--- config.mk ---
export PLATFORM = sky130hd
export DESIGN_NAME = id_issue_ctrl_flat
export DESIGN_NICKNAME = d
export VERILOG_FILES = /design/src/rtl/id_issue_if.sv /design/src/rtl/id_issue_ctrl.sv /design/src/flat_wrapper.sv
export SDC_FILE = /design/constraint.sdc
export NUM_CORES = 1
export LEC_CHECK = 0
export CELL_PAD_IN_SITES_DETAIL_PLACEMENT = 1
export CELL_PAD_IN_SITES_GLOBAL_PLACEMENT = 2
export CORE_UTILIZATION = 30
export DETAILED_ROUTE_END_ITERATION = 10
export DONT_BUFFER_PORTS = 1
export PLACE_DENSITY = 0.63
export SLEW_MARGIN = 20
export SYNTH_ARGS = -nofsm -noshare
export SYNTH_HDL_FRONTEND = slang
export SYNTH_SLANG_ARGS = --single-unit
export TNS_END_PERCENT = 30
--- constraint.sdc ---
create_clock -name clk -period 6 [get_ports clk]
set_input_delay 0.6 -clock clk [delete_from_list [all_inputs] [get_ports clk]]
set_output_delay 0.6 -clock clk [all_outputs]
set_load 0.05 [all_outputs]
--- src/rtl/id_issue_if.sv ---
// ID-stage issue bus: IF handoff, EX issue handshake, flush, writeback and status.
interface id_issue_if #(
    parameter int XLEN   = 32,
    parameter int PERF_W = 16
);
    logic              if_valid;
    logic [XLEN-1:0]   if_instr;
    logic              id_ready;
    logic              issue_valid;
    logic [XLEN-1:0]   issue_instr;
    logic              issue_ready;
    logic              flush;
    logic              wb_en;
    logic [4:0]        wb_rd;
    logic [31:0]       sb_busy;
    logic [PERF_W-1:0] stall_cnt;

    modport master (
        output if_valid, if_instr, issue_ready, flush, wb_en, wb_rd,
        input  id_ready, issue_valid, issue_instr, sb_busy, stall_cnt
    );

    modport slave (
        input  if_valid, if_instr, issue_ready, flush, wb_en, wb_rd,
        output id_ready, issue_valid, issue_instr, sb_busy, stall_cnt
    );
endinterface

--- src/rtl/id_issue_ctrl.sv ---
// ID issue controller: one-entry hold register, 32-entry write scoreboard, stall counter.
// Optional macro ID_WB_BYPASS_EN lets a waiting instruction issue in its operand's writeback cycle.
module id_issue_ctrl #(
    parameter int XLEN   = 32,
    parameter int PERF_W = 16
) (
    input  logic       clk,
    input  logic       rst,
    id_issue_if.slave  bus
);
    typedef enum logic [1:0] {S_EMPTY, S_READY, S_STALL, S_DRAIN} state_t;

    localparam logic [4:0] OPC_LOAD     = 5'b00000;
    localparam logic [4:0] OPC_MISC_MEM = 5'b00011;
    localparam logic [4:0] OPC_OP_IMM   = 5'b00100;
    localparam logic [4:0] OPC_AUIPC    = 5'b00101;
    localparam logic [4:0] OPC_STORE    = 5'b01000;
    localparam logic [4:0] OPC_OP       = 5'b01100;
    localparam logic [4:0] OPC_LUI      = 5'b01101;
    localparam logic [4:0] OPC_BRANCH   = 5'b11000;
    localparam logic [4:0] OPC_JALR     = 5'b11001;
    localparam logic [4:0] OPC_JAL      = 5'b11011;
    localparam logic [4:0] OPC_SYSTEM   = 5'b11100;

    logic              r_hold;
    logic [XLEN-1:0]   r_instr;
    logic [31:0]       r_busy;
    logic [PERF_W-1:0] r_cnt;

    logic [4:0]  w_opc, w_rs1, w_rs2, w_rd;
    logic        w_use1, w_use2, w_wr, w_ser;
    logic [31:0] w_busy_chk, w_set, w_clr, w_busy_nxt;
    logic        w_hazard, w_drain, w_issue_valid, w_fire, w_id_ready, w_accept, w_stall;
    state_t      w_state;

    assign w_opc = r_instr[6:2];
    assign w_rd  = r_instr[11:7];
    assign w_rs1 = r_instr[19:15];
    assign w_rs2 = r_instr[24:20];

    always_comb begin
        w_use1 = 1'b0;
        w_use2 = 1'b0;
        w_wr   = 1'b0;
        w_ser  = 1'b0;
        case (w_opc)
            OPC_LUI, OPC_AUIPC, OPC_JAL: w_wr = 1'b1;
            OPC_JALR, OPC_LOAD, OPC_OP_IMM: begin
                w_use1 = 1'b1;
                w_wr   = 1'b1;
            end
            OPC_OP: begin
                w_use1 = 1'b1;
                w_use2 = 1'b1;
                w_wr   = 1'b1;
            end
            OPC_BRANCH, OPC_STORE: begin
                w_use1 = 1'b1;
                w_use2 = 1'b1;
            end
            OPC_MISC_MEM, OPC_SYSTEM: w_ser = 1'b1;
            default: ;
        endcase
    end

    assign w_clr = (bus.wb_en && bus.wb_rd != 5'd0) ? (32'd1 << bus.wb_rd) : 32'd0;

`ifdef ID_WB_BYPASS_EN
    // Register file writes through, so a register retiring this cycle is already readable.
    assign w_busy_chk = r_busy & ~w_clr;
`else
    assign w_busy_chk = r_busy;
`endif

    assign w_hazard = (w_use1 && w_rs1 != 5'd0 && w_busy_chk[w_rs1]) ||
                      (w_use2 && w_rs2 != 5'd0 && w_busy_chk[w_rs2]);
    assign w_drain  = w_ser && (r_busy != 32'd0);

    always_comb begin
        w_state = S_EMPTY;
        if (r_hold) begin
            if (w_drain)       w_state = S_DRAIN;
            else if (w_hazard) w_state = S_STALL;
            else               w_state = S_READY;
        end
    end

    assign w_issue_valid = (w_state == S_READY) && !bus.flush;
    assign w_fire        = w_issue_valid && bus.issue_ready;
    assign w_id_ready    = (!r_hold || w_fire) && !bus.flush;
    assign w_accept      = bus.if_valid && w_id_ready;
    // Back-pressure from EX is not a stall; only hazard and drain cycles count.
    assign w_stall       = ((w_state == S_STALL) || (w_state == S_DRAIN)) && !bus.flush;

    // Set wins over a same-cycle clear; x0 never becomes busy.
    always_comb begin
        w_set = 32'd0;
        if (w_fire && w_wr && w_rd != 5'd0) w_set = 32'd1 << w_rd;
        w_busy_nxt    = (r_busy & ~w_clr) | w_set;
        w_busy_nxt[0] = 1'b0;
    end

    always_ff @(posedge clk) begin
        if (rst) begin
            r_hold  <= 1'b0;
            r_instr <= '0;
            r_busy  <= '0;
            r_cnt   <= '0;
        end else begin
            r_busy <= w_busy_nxt;
            if (w_stall && r_cnt != '1) r_cnt <= r_cnt + PERF_W'(1);
            if (bus.flush) begin
                r_hold <= 1'b0;
            end else if (w_accept) begin
                r_hold  <= 1'b1;
                r_instr <= bus.if_instr;
            end else if (w_fire) begin
                r_hold <= 1'b0;
            end
        end
    end

    assign bus.id_ready    = w_id_ready;
    assign bus.issue_valid = w_issue_valid;
    assign bus.issue_instr = r_instr;
    assign bus.sb_busy     = r_busy;
    assign bus.stall_cnt   = r_cnt;
endmodule

--- src/flat_wrapper.sv ---
// flat-port wrapper written by rule: the top's interface ports become plain ports
module id_issue_ctrl_flat 
#(
    parameter int XLEN   = 32,
    parameter int PERF_W = 16
)
  (clk, rst, bus_if_valid, bus_if_instr, bus_issue_ready, bus_flush, bus_wb_en, bus_wb_rd, bus_id_ready, bus_issue_valid, bus_issue_instr, bus_sb_busy, bus_stall_cnt);
  id_issue_if #(.XLEN(XLEN), .PERF_W(PERF_W)) bus_i ();
  input  logic clk;
  input  logic rst;
  input wire logic [$bits(bus_i.if_valid)-1:0] bus_if_valid;
  input wire logic [$bits(bus_i.if_instr)-1:0] bus_if_instr;
  input wire logic [$bits(bus_i.issue_ready)-1:0] bus_issue_ready;
  input wire logic [$bits(bus_i.flush)-1:0] bus_flush;
  input wire logic [$bits(bus_i.wb_en)-1:0] bus_wb_en;
  input wire logic [$bits(bus_i.wb_rd)-1:0] bus_wb_rd;
  output wire logic [$bits(bus_i.id_ready)-1:0] bus_id_ready;
  output wire logic [$bits(bus_i.issue_valid)-1:0] bus_issue_valid;
  output wire logic [$bits(bus_i.issue_instr)-1:0] bus_issue_instr;
  output wire logic [$bits(bus_i.sb_busy)-1:0] bus_sb_busy;
  output wire logic [$bits(bus_i.stall_cnt)-1:0] bus_stall_cnt;
  assign bus_i.if_valid = bus_if_valid;
  assign bus_i.if_instr = bus_if_instr;
  assign bus_i.issue_ready = bus_issue_ready;
  assign bus_i.flush = bus_flush;
  assign bus_i.wb_en = bus_wb_en;
  assign bus_i.wb_rd = bus_wb_rd;
  assign bus_id_ready = bus_i.id_ready;
  assign bus_issue_valid = bus_i.issue_valid;
  assign bus_issue_instr = bus_i.issue_instr;
  assign bus_sb_busy = bus_i.sb_busy;
  assign bus_stall_cnt = bus_i.stall_cnt;
  id_issue_ctrl #(.XLEN(XLEN), .PERF_W(PERF_W)) u_core (.clk(clk), .rst(rst), .bus(bus_i));
endmodule
==> results by group <==
Outcome
  – Status: completed

GRT
  – Met3 Usage GRT: 6.66%
  – Met1 Use GR: 24.2%
  – Vias in the first global route: 4,154
  – Initial antenna violation count: 0
  – Largest net degree at the start of global routing: 61
  – GR peak layer: met2
  – Total congestion overflow: 0
  – Met2 Track Usage GR: 32.1%
  – GRT Overall Usage: 19.8%
  – First-pass GRT wire length: 24.0 mm

CTS
  – Hold buffer count at cts: 0
  – Post_cts resized: 0
  – CTS buffer count: 9
  – CTS clk-pin slew, worst paths: 70 ps
  – Worst-case clock buffer depth: 2
  – Clock Latency Late Sink: 350 ps
  – CTS Root Cell: clkbuf_16
  – CTS tree: yes
  – CTS Sinks: 80
  – Setup Buffers After CTS: 0
  – Clock H-tree levels: 3

Logic synthesis
  – Top FF cell, synth: dfxtp_1
  – Post-synth ARST share: 0%
  – Post-Synthesis Cell Area: 4510 sq um
  – Post-synthesis sequential area ratio: 35.5%
  – Yosys Warn Count: 0
  – Top cell type's share of synthesized area: 35.5%
  – Post-synth EDFFs: 0
  – Synth unique cells: 54
  – Top area cells in the synthesized netlist: dfxtp_1 36%, mux2i_1 10%, nand2_1 9.2%
  – Syn nets: 581
  – Yosys top cell by area: dfxtp_1
  – Yosys reg bits: 80
  – Avg Inst Size Synth: 8.39 sq um
  – Cells after Synth: 537

Power and ir drop
  – Psw: 0.389 mW
  – Pwr/cell area: 278 nW/um^2
  – Max IR drop VDD: 0.125 mV
  – Overall power: 1.35 mW
  – Gate power share: 8.4%
  – LEAKAGE: 1.61 nW
  – Clock group share of total power: 45.1%
  – Pint: 0.962 mW
  – Seq pwr share: 46.5%
  – Switching share of power: 28.8%

Floorplanning
  – Starting Density: 30.9%
  – # IOs: 125
  – DIE WIDTH: 125 um
  – Core area: 14,600 sq um
  – Die area: 15,500 sq um
  – Height of the die: 125 um
  – Site Rows: 44

Detailed routing
  – Initial DRT Pass Iterations: 4
  – Total wire length: 15.1 mm
  – Via/cell ratio: 5.72
  – WL/cell: 21.8 um
  – DRC Markers: 0
  – Via count: 3,975
  – Antenna viol nets, final: 0
  – Initial DRC count: 204

Placed design
  – DP Wirelength: 10.9 mm
  – Global placement routability congestion: 0.844
  – Placed insts: 680
  – Port bufs: 0

STA
  – Max_slew headroom: 31.7%
  – Period utilisation layout: 78.6%
  – RSZ-0062 raised after global routing: false
  – Highest Clock Rate: 212 MHz
  – Fin. max-slew vios: 0
  – Worst-margin pin slew: 1020 ps
  – Setup Skew: 9.42 ps
  – Minimum clock period: 4710 ps
  – Final hold vios: 0
  – Hold_ws: 328 ps
  – Finish-stage setup viols: 0
  – Setup tns final: 0 ps

Cells and area
  – Syn-to-layout area delta: 7.72%
  – Sequential cell area: 1600 sq um
  – # fillers: 1,691
  – Most common cell after layout, fill and taps aside: nand2_1
  – # diodes: 0
  – Final nets: 551
  – Multi-input logic area: 2670 sq um
  – Share of cells above drive strength 1: 7.83%
  – Highest-count cells in the layout ignoring fill and taps: 110 x nand2_1, 80 x dfxtp_1, 46 x mux2i_1, 32 x nor2_1, 22 x nor2b_1
  – Fin cells: 695

Critical path
  – Worst Setup End Kind: output port
  – CP max stage delay: 970 ps
  – Worst EP required: 5400 ps
  – Crit path cell chain: mux4_2 > and2_1 > a211oi_1 > o2111ai_1 > a22oi_4 > a21boi_0 > nor2_1
  – Worst Path Max Fanout: 22
  – Startpoint types: register
  – Top delay family on crit path: compound AO/OA/AOI/OAI gates
  – Setup CP Type: reg2out
  – Crit path DAT: 4110 ps
  – Slowest CP cell: dfxtp_1
  – WP buf/inv: 0

Hold path
  – Worst hold path type: in2reg

Run
  – Max-Cap Viols: 0
-- cells by family (layout without fill, tap and decap cells) --
kind of cell,count (synthesis),in the layout,synth area share (%)
adders and majority gates,1,1,0.278
buffers and inverters,48,22,5.41
DFF,80,80,35.5
muxes,66,66,17.2
and+or+nand+nor,253,253,27.1
AOI/OAI and AO/OA,88,88,14.4
other,1,1,0.0832
-- worst register-to-register path, cell delays in order, from the launching register on --
cell and delay, ps:
dfxtp_1 970, mux4_2 600, and2_1 170, a211oi_1 250, o2111ai_1 240, a22oi_4 590
a22o_2 960, mux2i_1 310
-- metal layers --
metal | vias up | share of wire [%]
li1 | 1887 | -
met1 | 1934 | 42
met2 | 134 | 47
met3 | 20 | 8.5
met4 | 0 | 2.0
met5 | - | 0
-- layout make-up --
class | count | share of cell area (%)
tap | 184 | 4.74
clock inverter | 5 | 1.67
inverter | 5 | 0.386
timing repair buffer | 2 | 0.309
multi-input combinational | 409 | 55.0
clock buffer | 10 | 4.92
sequential | 80 | 33.0
-- cell usage after synthesis (all sizes together) (2+ instances only) --
library cell / number
a21boi: 2
a21oi: 7
a221oi: 2
a22oi: 4
and2: 3
and3: 3
buf: 19
clkbuf: 24
dfxtp: 80
inv: 4
mux2: 12
mux2i: 46
mux4: 8
nand2: 110
nand2b: 9
nand3: 19
nand3b: 2
nand4: 11
nor2: 32
nor2b: 22
nor3: 14
nor3b: 2
nor4: 13
o2111ai: 2
o211ai: 16
o21ai: 17
o311ai: 10
o31ai: 19
or3: 3
or4: 6
-- final timing paths --
path	from	to	slack, ps	depth (start not counted)
min reg2reg	u_core.r_hold	u_core.r_hold	670	2
min	rst	u_core.bus.stall_cnt[11]	330	1
max	u_core.bus.issue_instr[21]	bus_id_ready	1290	7
max reg2reg	u_core.bus.issue_instr[21]	u_core.bus.issue_instr[19]	1830	7
-- registers in the layout, summed over array words and instances, names as in the netlist --
name and flops:
u_core.bus.stall_cnt 16, u_core.bus.issue_instr 32, u_core.r_hold 1, u_core.bus.sb_busy 31
-- power groups by stage --
stage | clock, mW | combinational (mW) | sequential (mW)
6_report | 0.609 | 0.114 | 0.628
3_5_place_dp | 0 | 0.116 | 0.641
5_1_grt | 0.649 | 0.126 | 0.632
3_3_place_gp | 0 | 0.113 | 0.640
4_1_cts | 0.631 | 0.116 | 0.629
2_1_floorplan | 0 | 0.113 | 0.623
-- stage by stage --
step | worst slack, ps | area [sq um] | utilization (%)
2_1_floorplan | 2190 | 4510 | -
3_3_place_gp | 1630 | 4540 | 31.1
3_5_place_dp | 1600 | 4540 | 31.1
4_1_cts | 1240 | 4860 | 33.3
5_1_grt | 1010 | 4860 | 33.3
6_report | 1290 | 4860 | 33.3
Note: power is estimated with default switching activity, not from simulation.
